--- src/rtl/comm_route_matrix.sv ---
`default_nettype none
// ============================================================================
//  Module      : comm_route_matrix
//  Description : Host <-> N_DEV device UART route-through switch with rx
//                synchronisers, idle-safe route changes and a guard period.
//  Revision    : 1.0 - initial release
// ============================================================================

module comm_route_matrix #(
    parameter int N_DEV        = 2,
    parameter int SEL_W        = 1,
    parameter int IDLE_CYCLES  = 16,
    parameter int GUARD_CYCLES = 4,
    parameter int CNT_W        = 8
) (
    input  logic             clk,
    input  logic             reset,
    input  logic [SEL_W-1:0] sw_sel,
    input  logic             host_rx,
    output logic             host_tx,
    input  logic [N_DEV-1:0] dev_rx,
    output logic [N_DEV-1:0] dev_tx,
    output logic [SEL_W-1:0] active_sel,
    output logic             sw_pending,
    output logic             sel_err
);

    typedef enum logic [1:0] {
        ST_ROUTE = 2'd0,
        ST_DRAIN = 2'd1,
        ST_GUARD = 2'd2
    } state_t;

    localparam logic [SEL_W:0]   NDEV_V     = (SEL_W+1)'(N_DEV);
    localparam logic [CNT_W-1:0] IDLE_MAX   = CNT_W'(IDLE_CYCLES);
    localparam int               GUARD_EFF  = (GUARD_CYCLES < 1) ? 1 : GUARD_CYCLES;
    localparam logic [CNT_W-1:0] GUARD_LOAD = CNT_W'(GUARD_EFF);

    state_t             state_q, state_d;
    logic               host_s1_q, host_s2_q;
    logic [N_DEV-1:0]   dev_s1_q, dev_s2_q;
    logic [SEL_W-1:0]   active_sel_q, active_sel_d;
    logic               pending_q, pending_d;
    logic               sel_err_q;
    logic               host_tx_q, host_tx_d;
    logic [N_DEV-1:0]   dev_tx_q, dev_tx_d;
    logic [CNT_W-1:0]   idle_cnt_q, idle_cnt_d;
    logic [CNT_W-1:0]   guard_cnt_q, guard_cnt_d;

    logic               sel_oor;
    logic               sel_rx_s;
    logic               line_idle;

    assign sel_oor   = ({1'b0, sw_sel} >= NDEV_V);
    assign line_idle = host_s2_q & sel_rx_s;

    // Mux of the synchronised rx line of the currently routed device
    always_comb begin
        sel_rx_s = 1'b1;
        for (int i = 0; i < N_DEV; i++) begin
            if (active_sel_q == SEL_W'(i)) begin
                sel_rx_s = dev_s2_q[i];
            end
        end
    end

    always_comb begin
        state_d      = state_q;
        active_sel_d = active_sel_q;
        pending_d    = pending_q;
        guard_cnt_d  = guard_cnt_q;
        host_tx_d    = 1'b1;
        dev_tx_d     = '1;

        if (!line_idle) begin
            idle_cnt_d = '0;
        end else if (idle_cnt_q < IDLE_MAX) begin
            idle_cnt_d = idle_cnt_q + CNT_W'(1);
        end else begin
            idle_cnt_d = idle_cnt_q;
        end

        if (state_q != ST_GUARD) begin
            host_tx_d = sel_rx_s;
            for (int i = 0; i < N_DEV; i++) begin
                if (active_sel_q == SEL_W'(i)) begin
                    dev_tx_d[i] = host_s2_q;
                end
            end
        end

        case (state_q)
            ST_ROUTE: begin
                if (!sel_oor && (sw_sel != active_sel_q)) begin
                    state_d   = ST_DRAIN;
                    pending_d = 1'b1;
                end
            end
            ST_DRAIN: begin
                // Withdrawing the request wins over a switch due this same cycle
                if (sel_oor || (sw_sel == active_sel_q)) begin
                    state_d   = ST_ROUTE;
                    pending_d = 1'b0;
                end else if (idle_cnt_q == IDLE_MAX) begin
                    active_sel_d = sw_sel;
                    state_d      = ST_GUARD;
                    guard_cnt_d  = GUARD_LOAD;
                end
            end
            ST_GUARD: begin
                guard_cnt_d = guard_cnt_q - CNT_W'(1);
                if (guard_cnt_q <= CNT_W'(1)) begin
                    state_d    = ST_ROUTE;
                    pending_d  = 1'b0;
                    idle_cnt_d = '0;
                end
            end
            default: begin
                state_d = ST_ROUTE;
            end
        endcase
    end

    always_ff @(posedge clk or posedge reset) begin
        if (reset) begin
            host_s1_q    <= 1'b1;
            host_s2_q    <= 1'b1;
            dev_s1_q     <= '1;
            dev_s2_q     <= '1;
            state_q      <= ST_ROUTE;
            active_sel_q <= '0;
            pending_q    <= 1'b0;
            sel_err_q    <= 1'b0;
            host_tx_q    <= 1'b1;
            dev_tx_q     <= '1;
            idle_cnt_q   <= '0;
            guard_cnt_q  <= '0;
        end else begin
            host_s1_q    <= host_rx;
            host_s2_q    <= host_s1_q;
            dev_s1_q     <= dev_rx;
            dev_s2_q     <= dev_s1_q;
            state_q      <= state_d;
            active_sel_q <= active_sel_d;
            pending_q    <= pending_d;
            sel_err_q    <= sel_oor;
            host_tx_q    <= host_tx_d;
            dev_tx_q     <= dev_tx_d;
            idle_cnt_q   <= idle_cnt_d;
            guard_cnt_q  <= guard_cnt_d;
        end
    end

    assign host_tx    = host_tx_q;
    assign dev_tx     = dev_tx_q;
    assign active_sel = active_sel_q;
    assign sw_pending = pending_q;
    assign sel_err    = sel_err_q;

endmodule

`default_nettype wire

--- config.mk ---
export PLATFORM = sky130hd
export DESIGN_NAME = comm_route_matrix
export DESIGN_NICKNAME = d
export VERILOG_FILES = /design/src/rtl/comm_route_matrix.sv
export SDC_FILE = /design/constraint.sdc
export NUM_CORES = 1
export LEC_CHECK = 0
export CAP_MARGIN = 30
export CORE_ASPECT_RATIO = 0.8
export CORE_UTILIZATION = 35
export DETAILED_ROUTE_END_ITERATION = 8
export DONT_BUFFER_PORTS = 1
export PLACE_DENSITY_LB_ADDON = 0.08
export SYNTH_ARGS = -nofsm -noshare
export SYNTH_HDL_FRONTEND = slang
export SYNTH_SLANG_ARGS = --single-unit
--- constraint.sdc ---
create_clock -name clk -period 2.1 [get_ports clk]
set_clock_uncertainty 0.2 [all_clocks]
set_input_delay 0.525 -clock clk [delete_from_list [all_inputs] [get_ports clk]]
set_output_delay 0.525 -clock clk [all_outputs]
set_load 0.01 [all_outputs]
==> impl_metrics.tcl, run 1 <==
set metrics [dict create \
    track_usage_pct 14.41 \
    p_sw_uw 410.8 \
    path_class "reg -> reg" \
    syn2layout_area_growth_pct 19.10 \
    cts_tree "done" \
    drv_slew 0 \
    required_ns 2.06 \
    clk_pin_slew_ns 0.07 \
    finalWorstSetupSlack_ns 0.06934 \
    fillers 376 \
    rsz0062_at_grt "no" \
    leakage_uw 0.0007563 \
    synth_mux_area_share_pct 4.475 \
    cp.buffers_inverters 0 \
    synth.top_cell.area_share_pct 34.42 \
    synth-simple-area-share_pct 17.13 \
    power.share.sequential_pct 42.0 \
    cp.arrival_ns 1.99 \
    rows 20 \
    dp_hpwl_um 2011 \
    setup_tns_ns 0 \
    hp-class "in -> reg" \
    clock-root-buffer "clkbuf_8" \
    io_pins 12 \
    die_h_um 59.65 \
    maxCapViolations 0 \
    yosysMostFrequentCell "dfrtp_1" \
    clkPwrFrac_pct 38.8 \
    regArea_um2 737.0 \
    r2r_end "idle_cnt_q[0]$_DFF_PP0_" \
    ant_nets 0 \
    worstHoldEndpoint "host_s1_q$_DFF_PP1_" \
    antenna_cells 0 \
    reg2reg_from "guard_cnt_q[6]$_DFFE_PP0P_" \
    final_nets 160 \
    fmax_ghz 0.4925 \
    path_max_fanout 8 \
    grtUsageMet3_pct 4.762 \
    avgRoutedWirePerCell_um 13.29 \
    path_cells "or2_2, or4_4, o211ai_4, nor2_1" \
    cts_sinks 29 \
    synthAdderAreaFrac_pct 6.885 \
    regToRegSetupSlack_ns 0.07 \
    core_mm2 0.003879 \
    ir_drop_uv 421.3 \
    ys_ff_latch 29 \
    cts_max_path_buffers 2 \
    multiInputGateArea_um2 645.6 \
    port_buffers 0 \
    insertion_delay_ns 0.28 \
    grt.busiest_layer "met2" \
    min_period_ns 2.031 \
    overflow 0 \
    wirelength_um 2684 \
    crit_path_start_kind "flip-flop" \
    start_util_pct 37.48 \
    p_per_area_mw_per_mm2 864.2 \
    post-place-ws_ns 0.05328 \
    die_area_mm2 0.004417 \
    syn_avg_cell_area_um2 11.18 \
    vias_per_cell 4.802 \
    p_int_uw 1086 \
    dr.pass1.iters 4 \
    worstRegToRegCells 4 \
    fin_crit_sh_pct 96.70 \
    synthXorXnorAreaFrac_pct 2.410 \
    ys.flop_type "dfrtp_1" \
    swShare_pct 27.45 \
    grt_util_met1_pct 19.60 \
    synth_cell_types 41 \
    hp-start "host_rx" \
    hold_viol 0 \
    postSynthCellCount 130 \
    synth_warnings 0 \
    finalSetupViolCount 0 \
    synth-compound-area-share_pct 12.91 \
    hold_depth 0 \
    p_total_uw 1497 \
    synth_edf_count 0 \
    p_comb_share_pct 19.2 \
    num_vias 970 \
    synthTopCellsByArea "dfrtp_1 34%, dfstp_2 16%, ha_1 6.9%, nor2_1 3.9%, inv_1 3.1%" \
    drc 0 \
    grt_max_degree 20 \
    drt-initial-drc-count 46 \
    cp-end-kind "flip-flop" \
    synth_top_family_by_area "simple AND/OR/NAND/NOR gates" \
    met2_usage_pct 20.65 \
    synth_common_cells "20 x dfrtp_1, 15 x nor2_1, 12 x inv_1" \
    yosysSeqAreaShare_pct 50.69 \
    gp_congestion 0.8324 \
    cts_buffers 5 \
    worst_path_max_delay_cell "or4_4" \
    drive_gt1_share_pct 27.89 \
    die_w_um 74.06 \
    syn_nets 144 \
    grt_pass1_vias 941 \
    async_flop_share_pct 100.0 \
    status "completed" \
    synth_area_mm2 0.001454 \
    synth_largest_area_cell "dfrtp_1" \
    cts.htree.levels 2 \
    cp_slowest_stage_delay_ns 0.54 \
    grt_first_pass_wirelength_um 4519 \
    antenna_found_initial 0 \
    cpLargestDelayFamily "simple AND/OR/NAND/NOR gates" \
]
repair_timing:
action	4_1_cts	5_1_grt
endpoints found under the hold margin	7	0
buffers inserted	0	0
endpoints found under the setup margin	0	6
hold buffers	1	0
resized for setup	0	1
worst register-to-register path, cell delays in order, from the launching register on:
cell and delay [ns]:
dfrtp_1 0.40, or2_2 0.36, or4_4 0.54, o211ai_4 0.32, nor2_1 0.09
stage by stage:
stage / hold slack (ns) / util [%] / area, um2 / instances
floorplan: 0.1452 / - / 1454 / 130
global placement: 0.1474 / 41.29 / 1602 / 193
global route: 0.01088 / 44.65 / 1732 / 202
finish: 0.03690 / 44.65 / 1732 / 202
detailed placement: 0.1469 / 41.29 / 1602 / 193
CTS: 0.02781 / 44.52 / 1727 / 202
state kept, by name (all words and copies together) (netlist names):
register,cells
state_q,2
dev_tx,2
dev_s1_q,2
guard_cnt_q,8
sw_pending,1
dev_s2_q,2
host_s1_q,1
active_sel,1
host_s2_q,1
host_tx,1
idle_cnt_q,8
final cells by class:
class	instances	share of cell area, %
Sequential cell	29	42.56
Tap cell	55	3.974
Timing Repair Buffer	14	6.936
Inverter	12	2.601
Clock inverter	3	2.673
Multi-Input combinational cell	84	37.28
Clock buffer	5	3.974
metal layers:
metal,vias up,part of all wire (%)
li1,480,-
met5,-,0
met2,16,43
met1,469,52
met4,0,1.3
met3,5,4.2
power groups by stage:
stage          sequential (uW)  clock (uW)  combinational, uW
2_1_floorplan              635           0                192
3_3_place_gp               639           0                286
3_5_place_dp               639           0                287
4_1_cts                    629         602                288
5_1_grt                    635         629                317
6_report                   629         580                287
kinds of logic (layout without fill, tap and decap cells):
family | Yosys count | after routing
AND/OR/NAND/NOR | 46 | 46
flip-flops | 29 | 29
AO/OA/AOI/OAI | 19 | 19
buffers and inverters | 17 | 34
adder cells (fa/ha/maj) | 8 | 8
multiplexers | 6 | 6
XOR/XNOR | 4 | 4
other | 1 | 1
how the worst max path moves through the flow:
stage,cells after the start,endpoint,from
CTS,4,idle_cnt_q[0]$_DFF_PP0_,guard_cnt_q[3]$_DFFE_PP0P_
global route,4,idle_cnt_q[1]$_DFF_PP0_,guard_cnt_q[6]$_DFFE_PP0P_
global placement,4,idle_cnt_q[3]$_DFF_PP0_,guard_cnt_q[3]$_DFFE_PP0P_
detailed placement,4,idle_cnt_q[0]$_DFF_PP0_,guard_cnt_q[3]$_DFFE_PP0P_
finish,4,idle_cnt_q[0]$_DFF_PP0_,guard_cnt_q[6]$_DFFE_PP0P_
floorplan,5,idle_cnt_q[0]$_DFF_PP0_,guard_cnt_q[2]$_DFFE_PP0P_
placed cells by master, fill, tap and decap left out, types with 2 or more instances in the layout:
cell type  count
ha_1           8
nand3_1        5
o211ai_1       2
inv_1         12
clkbuf_8       5
a22o_1         5
dfrtp_1       20
nor3_1         2
mux2_2         3
mux2i_1        2
buf_4         12
nor2_1        15
o31ai_1        2
xor2_1         2
nand2b_1       5
a31oi_1        4
nor4_1         2
nand2_1        5
xnor2_1        2
or3_4          2
dfstp_2        9
No activity file was read; power rests on OpenSTA's default activity.
==> run 2: changes to the inputs <==
--- a/config.mk
+++ b/config.mk
@@ -10,2 +10,3 @@
 export CORE_UTILIZATION = 35
+export CTS_CLUSTER_SIZE = 14
 export DETAILED_ROUTE_END_ITERATION = 8
==> constraint.sdc (replaced) <==
create_clock -name clk -period 2.1 [get_ports clk]
set_clock_uncertainty 0.2 [all_clocks]
set_input_delay 0.42 -clock clk [delete_from_list [all_inputs] [get_ports clk]]
set_output_delay 0.42 -clock clk [all_outputs]
set_load 0.01 [all_outputs]
==> run 2 against run 1 <==
Against the previous run:
- design area is 1.7% higher
- combinational power rose by 1%
- sequential cell count stayed put
- global-route usage barely moved
- critical path depth did not move
- largest power group unchanged
==> impl_metrics.tcl, run 2 (synthesis results as in run 1) <==
set metrics [dict create \
    crit_path_start_kind "flip-flop" \
    regArea_um2 737.0 \
    drv_slew 0 \
    largestRegisters "guard_cnt_q x8, idle_cnt_q x8" \
    drc 0 \
    antenna_cells 0 \
    grt_first_pass_wirelength_um 4533 \
    die_area_mm2 0.004417 \
    cts_tree "done" \
    layout_commonest_cell "dfrtp_1" \
    hp-class "in -> reg" \
    ir_drop_uv 421.8 \
    syn2layout_area_growth_pct 21.17 \
    cp_slowest_stage_delay_ns 0.54 \
    cts_sinks 29 \
    io_pins 12 \
    cp-end-kind "flip-flop" \
    track_usage_pct 14.44 \
    fmax_ghz 0.4926 \
    cts.htree.levels 2 \
    antenna_found_initial 0 \
    drive_gt1_share_pct 27.33 \
    drt-initial-drc-count 54 \
    ant_nets 0 \
    die_w_um 74.06 \
    leakage_uw 0.0007688 \
    p_per_area_mw_per_mm2 852.2 \
    path_max_fanout 8 \
    grt_pass1_vias 956 \
    layout_common_cells "20 x dfrtp_1, 15 x nor2_1, 12 x inv_1, 12 x buf_4, 9 x dfstp_2" \
    hold_viol 0 \
    cp.arrival_ns 1.99 \
    fillers 373 \
    fin_crit_sh_pct 96.67 \
    final_nets 163 \
    die_h_um 59.65 \
    insertion_delay_ns 0.28 \
    path_class "reg -> reg" \
    start_util_pct 37.48 \
    wirelength_um 2698 \
    rows 20 \
    required_ns 2.06 \
    avgRoutedWirePerCell_um 13.16 \
    min_period_ns 2.030 \
    cts_max_path_buffers 2 \
    num_vias 980 \
    overflow 0 \
    rsz0062_at_grt "no" \
    setup_tns_ns 0 \
    dp_hpwl_um 2011 \
    core_mm2 0.003879 \
    dr.pass1.iters 4 \
    status "completed" \
    multiInputGateArea_um2 645.6 \
    gp_congestion 0.8324 \
    worst_path_max_delay_cell "or4_4" \
    path_cells "or2_2, or4_4, o211ai_4, nor2_1" \
    maxCapViolations 0 \
    cts_buffers 5 \
    port_buffers 0 \
    clock-root-buffer "clkbuf_8" \
    finalSetupViolCount 0 \
    grt_max_degree 20 \
    clk_pin_slew_ns 0.07 \
    dpl_cell_area_mm2 0.001602 \
    vias_per_cell 4.780 \
    design_area_mm2 0.001762 \
]
==> run 2: changes by cell type in the layout (fill, tap and decap cells not counted), sizes merged <==
cell / change
dlygate4sd3: +3
==> run 2: final timing paths <==
path / from / endpoint / slack, ns / depth (start not counted)
hold reg to reg: dev_s1_q[0]$_DFF_PP1_ / dev_s2_q[0]$_DFF_PP1_ / 0.16 / 0
setup reg to reg: guard_cnt_q[6]$_DFFE_PP0P_ / idle_cnt_q[0]$_DFF_PP0_ / 0.07 / 4
max in group asynchronous: reset / host_s2_q$_DFF_PP1_ / 0.76 / 3
setup / recovery: guard_cnt_q[6]$_DFFE_PP0P_ / idle_cnt_q[0]$_DFF_PP0_ / 0.07 / 4
min in group asynchronous: reset / guard_cnt_q[5]$_DFFE_PP0P_ / 0.40 / 2
hold / removal: sw_sel / active_sel$_DFFE_PP0P_ / 0.10 / 1
==> run 2: cell type report <==
type / instances / area share, %
inverters: 12 / 2.557
multi-input cells: 84 / 36.65
clock inverters: 3 / 2.628
repair buffers: 17 / 8.523
well taps: 55 / 3.906
clock buffers: 5 / 3.906
flip-flops and latches: 29 / 41.83
==> run 2: layer usage <==
layer,up-vias,global-route usage [%],share of wire [%]
met4,0,6.593,1.3
met5,-,0,0
li1,486,-,-
met1,473,19.49,52
met2,16,20.91,43
met3,5,4.762,4.2
==> run 2: where the power goes <==
group | internal, uW | leakage [uW] | total [uW] | switching (uW)
clock | 355 | 0.0000543 | 581 | 226
sequential | 599 | 0.000361 | 629 | 29.7
combinational | 135 | 0.000354 | 291 | 156
==> run 2: per-stage QoR <==
stage | hold WS [ns] | instances | util [%] | power [uW] | setup WS, ns
floorplan | 0.1452 | 130 | - | 827.2 | 0.1529
global placement | 0.1474 | 193 | 41.29 | 925.0 | 0.09665
detailed placement | 0.1469 | 193 | 41.29 | 925.6 | 0.05328
CTS | 0.09658 | 205 | 45.29 | 1524 | 0.04041
global route | 0.08820 | 205 | 45.42 | 1586 | 0.01455
finish | 0.1025 | 205 | 45.42 | 1501 | 0.06988
==> run 2: repair_timing <==
item                                   CTS  global route
endpoints found under the hold margin   10             0
setup endpoints to repair                0             6
buffers inserted                         0             0
resized for setup                        0             1
hold buffers                             4             0
==> run 2: critical path, delay by kind of cell, from the launching register on <==
family | cells | cell delay [ns]
flops | 1 | 0.40
simple gates | 3 | 0.99
compound gates | 1 | 0.32
